$ cat config.mk
export PLATFORM = sky130hd
export DESIGN_NAME = arith_unit
export DESIGN_NICKNAME = d
export VERILOG_FILES = /design/src/rtl/arith_pkg.sv /design/src/rtl/arith_unit_addsub.sv /design/src/rtl/arith_unit.sv
export SDC_FILE = /design/constraint.sdc
export NUM_CORES = 1
export LEC_CHECK = 0
export ABC_AREA = 1
export BUFFER_PORTS_ARGS = -buffer_cell sky130_fd_sc_hd__buf_4
export CAP_MARGIN = 10
export CELL_PAD_IN_SITES_DETAIL_PLACEMENT = 0
export CELL_PAD_IN_SITES_GLOBAL_PLACEMENT = 1
export CORE_MARGIN = 5
export CORE_UTILIZATION = 30
export CTS_CLUSTER_DIAMETER = 40
export CTS_CLUSTER_SIZE = 40
export DETAILED_ROUTE_END_ITERATION = 10
export PLACE_DENSITY_LB_ADDON = 0.1
export SYNTH_ARGS = -nofsm -noshare
export SYNTH_HDL_FRONTEND = slang
export SYNTH_SLANG_ARGS = --single-unit
export TNS_END_PERCENT = 30
$ cat constraint.sdc
create_clock -name clk -period 1.2 [get_ports clk]
set_input_delay 0.18 -clock clk [delete_from_list [all_inputs] [get_ports clk]]
set_output_delay 0.18 -clock clk [all_outputs]
set_load 0.01 [all_outputs]
$ cat src/rtl/arith_pkg.sv
// Shared encodings for arith_unit: opcodes and FSM state type.
// ARITH_UNIT_MUL_EN adds the CALC state used by the multiply engine.
package arith_pkg;

    localparam logic [1:0] OP_ADD = 2'b00;
    localparam logic [1:0] OP_SUB = 2'b01;
    localparam logic [1:0] OP_MUL = 2'b10;
    localparam logic [1:0] OP_RSV = 2'b11;

`ifdef ARITH_UNIT_MUL_EN
    typedef enum logic [1:0] {
        IDLE = 2'd0,
        CALC = 2'd1,
        DONE = 2'd2
    } state_e;
`else
    typedef enum logic [1:0] {
        IDLE = 2'd0,
        DONE = 2'd2
    } state_e;
`endif

endpackage

$ cat src/rtl/arith_unit_addsub.sv
// Combinational ripple-carry adder/subtractor: sub_i=1 computes a + ~b + 1.
// Carry out of the MSB doubles as the "a >= b" flag when subtracting.
module addsub_core #(
    parameter int WIDTH = 4
) (
    input  logic [WIDTH-1:0] a_i,
    input  logic [WIDTH-1:0] b_i,
    input  logic             sub_i,
    output logic [WIDTH-1:0] sum_o,
    output logic             carry_o,
    output logic             ovf_o
);

    logic [WIDTH:0]   c;
    logic [WIDTH-1:0] b_eff;

    always_comb begin
        b_eff = sub_i ? ~b_i : b_i;
        c     = '0;
        c[0]  = sub_i;
        sum_o = '0;
        for (int i = 0; i < WIDTH; i++) begin
            sum_o[i] = a_i[i] ^ b_eff[i] ^ c[i];
            c[i+1]   = (a_i[i] & b_eff[i]) | (c[i] & (a_i[i] ^ b_eff[i]));
        end
        carry_o = c[WIDTH];
        // Signed overflow: carry into the sign bit differs from carry out of it.
        ovf_o   = c[WIDTH] ^ c[WIDTH-1];
    end

endmodule

$ cat src/rtl/arith_unit.sv
// Handshaked ADD/SUB/MUL unit: IDLE -> (CALC) -> DONE, one operation in flight.
// Define ARITH_UNIT_MUL_EN to build the shift-add multiplier; otherwise MUL is reserved.
module arith_unit
    import arith_pkg::*;
#(
    parameter int WIDTH = 4
) (
    input  logic                 clk,
    input  logic                 rst_n,
    input  logic                 in_valid,
    output logic                 in_ready,
    input  logic [1:0]           in_op,
    input  logic [WIDTH-1:0]     in_a,
    input  logic [WIDTH-1:0]     in_b,
    output logic                 out_valid,
    input  logic                 out_ready,
    output logic [2*WIDTH-1:0]   out_result,
    output logic                 out_carry,
    output logic                 out_ovf,
    output logic                 out_zero,
    output logic                 out_err
);

    state_e               state_q, state_d;
    logic [2*WIDTH-1:0]   result_q, result_d;
    logic                 carry_q, carry_d;
    logic                 ovf_q, ovf_d;
    logic                 zero_q, zero_d;
    logic                 err_q, err_d;

    logic [WIDTH-1:0]     as_sum;
    logic                 as_carry;
    logic                 as_ovf;

`ifdef ARITH_UNIT_MUL_EN
    localparam int MUL_CYCLES = WIDTH;
    localparam int CNT_W      = $clog2(MUL_CYCLES);

    logic [2*WIDTH-1:0]   acc_q, acc_d, mcand_q, mcand_d, acc_sum;
    logic [WIDTH-1:0]     mplier_q, mplier_d;
    logic [CNT_W-1:0]     cnt_q, cnt_d;
`endif

    addsub_core #(.WIDTH(WIDTH)) u_addsub (
        .a_i    (in_a),
        .b_i    (in_b),
        .sub_i  (in_op == OP_SUB),
        .sum_o  (as_sum),
        .carry_o(as_carry),
        .ovf_o  (as_ovf)
    );

    always_comb begin
        state_d  = state_q;
        result_d = result_q;
        carry_d  = carry_q;
        ovf_d    = ovf_q;
        zero_d   = zero_q;
        err_d    = err_q;
`ifdef ARITH_UNIT_MUL_EN
        acc_d    = acc_q;
        mcand_d  = mcand_q;
        mplier_d = mplier_q;
        cnt_d    = cnt_q;
        acc_sum  = acc_q + (mplier_q[0] ? mcand_q : '0);
`endif
        case (state_q)
            IDLE: begin
                if (in_valid) begin
                    state_d = DONE;
                    carry_d = 1'b0;
                    ovf_d   = 1'b0;
                    err_d   = 1'b0;
                    case (in_op)
                        OP_ADD, OP_SUB: begin
                            result_d = {{WIDTH{1'b0}}, as_sum};
                            carry_d  = as_carry;
                            ovf_d    = as_ovf;
                            zero_d   = (as_sum == '0);
                        end
`ifdef ARITH_UNIT_MUL_EN
                        OP_MUL: begin
                            state_d  = CALC;
                            acc_d    = '0;
                            mcand_d  = {{WIDTH{1'b0}}, in_a};
                            mplier_d = in_b;
                            cnt_d    = '0;
                        end
`endif
                        default: begin
                            result_d = '0;
                            zero_d   = 1'b1;
                            err_d    = 1'b1;
                        end
                    endcase
                end
            end
`ifdef ARITH_UNIT_MUL_EN
            // One partial product per cycle, LSB of the multiplier first.
            CALC: begin
                acc_d    = acc_sum;
                mcand_d  = mcand_q << 1;
                mplier_d = mplier_q >> 1;
                cnt_d    = cnt_q + CNT_W'(1);
                if (cnt_q == CNT_W'(MUL_CYCLES - 1)) begin
                    state_d  = DONE;
                    result_d = acc_sum;
                    zero_d   = (acc_sum == '0);
                end
            end
`endif
            DONE: begin
                if (out_ready) begin
                    state_d = IDLE;
                end
            end
            default: state_d = IDLE;
        endcase
    end

    always_ff @(posedge clk or negedge rst_n) begin
        if (!rst_n) begin
            state_q  <= IDLE;
            result_q <= '0;
            carry_q  <= 1'b0;
            ovf_q    <= 1'b0;
            zero_q   <= 1'b0;
            err_q    <= 1'b0;
        end else begin
            state_q  <= state_d;
            result_q <= result_d;
            carry_q  <= carry_d;
            ovf_q    <= ovf_d;
            zero_q   <= zero_d;
            err_q    <= err_d;
        end
    end

`ifdef ARITH_UNIT_MUL_EN
    // Multiplier working registers are only meaningful while in CALC.
    always_ff @(posedge clk) begin
        acc_q    <= acc_d;
        mcand_q  <= mcand_d;
        mplier_q <= mplier_d;
        cnt_q    <= cnt_d;
    end
`endif

    assign in_ready   = (state_q == IDLE);
    assign out_valid  = (state_q == DONE);
    assign out_result = result_q;
    assign out_carry  = carry_q;
    assign out_ovf    = ovf_q;
    assign out_zero   = zero_q;
    assign out_err    = err_q;

endmodule

# After elaboration in Yosys (flattened, before gate mapping)
# Cells that the tools add are included.
# op_classes
n_eq_ne	4
reduce_logical	6
order_cmp	0
div_mod_pow	0
n_bitwise	22
multipliers	0
addsub	0
n_mux	9
shift	0
# ops
operator	n
$xor 1x1->1	9
$and 1x1->1	8
$mux 4	2
$logic_not 2->1	2
$logic_not 4->1	1
$mux 1	4
$mux 2	2
$not 4->4	1
$or 1x1->1	4
$pmux 2 s2	1
$reduce_and 2->1	2
$eq 2x1->1 const B	1
$eq 2x2->1 const B	1
$ne 2x1->1 const B	1
$ne 2x2->1 const B	1
$reduce_or 2->1	1
# totals
ramBits	0
out_inout_bits	14
wordCells	47
input_bits	14
mem_count	0
latchBits	0
reg_bits	14
rom_bits	0

# Logic depth before layout (Yosys ltp)
# logic_depth
ltp_word	13
mapped_depth	12

# Cells and area by module
# A second synthesis with hierarchy kept.
# unflattened
cells_unflattened	79
hier_area_um2	581.8
# modules_own_cells
mod	area_per_inst_um2	seq_area_each_um2	n_inst	cells_per_inst
arith_unit	412.9	225.2	1	47
addsub_core	168.9	0.0	1	32

# Least setup slack after synthesis
# Ideal clock, no wire load.
# synth_path
path_kind	input to register
from	input port in_op[1]
to	register zero_q, in the netlist out_zero
cell_stages	12
t_arrival_ns	2.094
setup_time_ns	0.071
slack_ns	-0.966
path_buffers	0
cell_sequence	inv_1 nand2_2 o21ai_0 inv_1 fa_1 fa_1 inv_1 fa_1 inv_1 nand3_1 and2_1 nor2_1
# synth_between
elab_chain_len	12
elab_cells_between_ends	23
# synth_lines
item	line	rtl
from (decl)	arith_unit.sv:12	input logic [1:0] in_op,
$eq 2x1->1	arith_unit.sv:47, arith_unit.sv:74	
$mux 4	arith_unit_addsub.sv:18	b_eff = sub_i ? ~b_i : b_i;
$xor 1x1->1	arith_unit_addsub.sv:23, arith_unit_addsub.sv:24	
$and 1x1->1	arith_unit_addsub.sv:24	c[i+1] = (a_i[i] & b_eff[i]) | (c[i] & (a_i[i] ^ b_eff[i]));
$or 1x1->1	arith_unit_addsub.sv:24	
$and 1x1->1	arith_unit_addsub.sv:24	
$or 1x1->1	arith_unit_addsub.sv:24	
$and 1x1->1	arith_unit_addsub.sv:24	
$or 1x1->1	arith_unit_addsub.sv:24	
$xor 1x1->1	arith_unit_addsub.sv:23	sum_o[i] = a_i[i] ^ b_eff[i] ^ c[i];
$logic_not 4->1	arith_unit.sv:79	zero_d = (as_sum == '0);
$mux 1 *	arith_unit.sv:74	case (in_op)
to (signal assigned)	arith_unit.sv:134	zero_q <= zero_d;
to (decl)	arith_unit.sv:28	logic zero_q, zero_d;
# Mark *: on every way between the ends. The rest lies on a longest branch, timed or not.
# A chain may end at the register's enable or synchronous reset.

# Worst setup path after layout
# Ends and elaborated chain as after synthesis.

==> key figures <==
Outcome
  • Status: finished, violations left
  • Failing checks: setup timing

Synth
  • Prevailing post-synth register cell: dfrtp_1
  • Area share of xor/xnor cells in the synthesized design: 0.06437
  • Largest family of logic cells by synthesized area: simple AND/OR/NAND/NOR gates
  • Synthesized-area fraction occupied by and/or/nand/nor cells: 0.1954
  • Synth cell types: 18
  • Compound-Gate Fraction of Synth Area: 0.06437
  • FF+latch count, synth: 9
  • Mux cell area share after synthesis: 0
  • Post-synth EDFFs: 0
  • Sequential element share of the synthesized area: 0.4138
  • Synth Area in Adders: 0.1103
  • Cells after Synth: 61
  • Yosys warning total: 0
  • Mapped Area: 544.3 um2
  • Asr flop ratio synth: 1.000
  • Mapped Avg Cell Area: 8.922 um2

Layout
  • Area Overhead vs Synth: 59.77%
  • Fraction of layout cells with a size suffix above 1: 0.4894
  • Diode count: 0
  • Nets@finish: 112
  • Post-Route Utilization: 0.5036
  • Final Instance Area: 869.6 um2

Global routing
  • Initial antenna violation count: 0
  • Global-route wire length before repair: 1794 um
  • Vias in the first global route: 437
  • GR Util All Layers: 0.08929
  • Largest net degree at the start of global routing: 12
  • Total global routing overflow: 0

Worst setup path
  • FF-to-FF Start: state_q[1]$_DFFE_PN0P_
  • Critical Path Sink Type: flip-flop
  • CP max FO: 3
  • Reg2Reg Depth: 6
  • Startpoint type of the worst setup path: input port
  • RR Endpoint: out_zero$_DFFE_PN0P_
  • Crit path capture: out_zero$_DFFE_PN0P_
  • Worst path required time: 1.38 ns
  • Crit. Startpoint: in_op[1]
  • Reg2reg setup slack: 0.22 ns
  • CP arrival: 2.12 ns
  • Type of the worst setup path: in -> reg

Floorplanning
  • Core ar.: 1727 um2
  • Rows: 15
  • IO Pins: 28
  • Die Y: 52.60 um
  • DIE AREA: 2766 um2
  • Chip Width: 52.60 um
  • Initial Utilization: 0.3152

Drt
  • Iteration-0 DRC Markers: 4
  • Final WL: 1092 um
  • WL/cell: 9.176 um
  • Vias per cell: 3.882
  • Drt first pass iters: 2
  • Residual DRC: 0
  • Vias: 462
  • Post-route ant nets: 0

Power
  • Power Internal: 732.6 uW
  • P_leak: 0.0004569 uW
  • Pwr/cell area: 1231 nW/um2
  • Switch Pwr: 337.5 uW
  • Peak supply drop: 0.0004525 V
  • Reg power frac: 0.376
  • Gate power share: 0.415
  • Sw Ratio: 0.3154
  • Total power: 1070 uW
  • Clock power share: 0.209

Timing
  • Final worst slack: -0.7326 ns
  • Highest Clock Rate: 0.5174 GHz
  • Final period utilization: 1.611
  • Final setup viols: 5
  • Clock skew: 0.002530 ns
  • Final slew viol count: 0
  • Hold Vio Cnt, Final: 0
  • Final Critical Period: 1.933 ns
  • Setup TNS Final: -2.497 ns
  • RSZ-0062 raised after global routing: true

Hold path
  • Hold WC Path Type: in -> reg

Placement
  • GP Congestion: 0.6981
  • DP Wirelength: 900.8 um
  • Dpl cell area: 790.8 um2
  • Buffers on Ports: 23

CTS
  • Clk buf depth: 2
  • Worst skew pair latency: 0.25 ns
  • Clock net sink count: 9
  • Inserted Clock Buffers: 3
  • CTS H-tree lvls: 1
  • Clock transition at path regs: 0.06 ns
  • CTS tree: done
  • Root Driver: clkbuf_4

Job
  • Max-Cap Viols: 0
==> cells in the mapped netlist, types with 2 or more instances <==
cell,n,area share
xor2_1,3,0.048
o21ai_1,4,0.037
buf_4,4,0.055
nand2_2,2,0.023
inv_1,8,0.055
dfrtp_1,9,0.41
fa_1,3,0.11
o21ai_0,3,0.028
nand2_1,13,0.090
nor2_1,3,0.021
inv_2,2,0.014
==> layer usage <==
layer	routed length, um	global-route usage
met2	525	0.1405
met4	27	0.07660
met5	0	0
met3	78	0.01709
met1	460	0.1021
==> worst min-delay path by stage <==
stage	slack (ns)	start	depth (start not counted)	endpoint
2_1_floorplan	-0.12	rst_n	0	out_carry$_DFFE_PN0P_
3_3_place_gp	0.009	rst_n	1	state_q[1]$_DFFE_PN0P_
3_5_place_dp	0.009	rst_n	1	state_q[1]$_DFFE_PN0P_
4_1_cts	0.12	out_ready	2	state_q[1]$_DFFE_PN0P_
5_1_grt	0.13	out_ready	2	state_q[1]$_DFFE_PN0P_
6_report	0.13	out_ready	2	state_q[1]$_DFFE_PN0P_
==> layout make-up <==
type / count / area (um2)
Clock buffer: 4 / 26.28
Fill cell: 180 / 857.1
Inverter: 10 / 53.80
Multi-Input combinational cell: 40 / 285.3
Sequential cell: 9 / 225.2
Tap cell: 25 / 31.28
Timing Repair Buffer: 31 / 247.7
==> logic make-up (layout without fill, tap and decap cells) <==
kind of cell               Yosys count  in the layout
AOI/OAI and AO/OA                    7              7
xor gates and xnor gates             4              4
adders and majority gates            3              3
buffers and inverters               15             45
DFF                                  9              9
other                                1              4
and+or+nand+nor                     22             22
==> timing repair <==
item,4_1_cts,5_1_grt
resized for setup,4,2
endpoints found under the setup margin,5,5
hold buffers,1,0
pin swaps,8,5
hold endpoints to repair,9,0
buffers inserted,1,1
==> power groups by stage <==
stage	registers [uW]	logic, uW	clock network [uW]
after detailed placement	408	426	0
after floorplan	439	189	0
after global placement	406	423	0
after CTS	403	439	232
after global routing	412	491	247
final	402	444	224
==> through the flow <==
step,worst slack (ns),std cells,hold slack [ns]
2_1_floorplan,-0.8349,64,-0.1156
3_3_place_gp,-1.067,112,0.008753
3_5_place_dp,-1.115,112,0.008801
4_1_cts,-0.7492,118,0.1224
5_1_grt,-0.8239,119,0.1338
6_report,-0.7326,119,0.1265
==> cell usage in the layout, fill, tap and decap left out <==
cell	instances
o21ai_2	2
inv_1	6
fa_2	2
clkbuf_4	3
nor2_1	3
nand2_8	1
inv_2	3
dlygate4sd3_1	1
and2_1	1
inv_16	1
conb_1	4
o21ai_1	3
xor2_2	1
clkbuf_1	1
buf_4	29
nand3_1	1
buf_12	1
nand2_2	1
nor2_4	1
nand2_1	13
nand2_4	1
xnor2_1	1
fa_1	1
dfrtp_1	9
xor2_1	2
o21ai_0	2
==> sequential cells by signal, indices dropped and copies added, names as in the netlist <==
signal	cells
out_zero	1
out_carry	1
out_ovf	1
out_result	4
out_err	1
state_q	1
==> critical path: stages <==
cell and delay [ns]:
buf_12 0.11, inv_16 0.05, nand2_8 0.04, o21ai_2 0.09
inv_1 0.06, fa_2 0.36, fa_2 0.40, inv_2 0.07
fa_1 0.39, inv_1 0.09, nand3_1 0.06, and2_1 0.13
nor2_1 0.07
(Power assumes the default switching activity.)
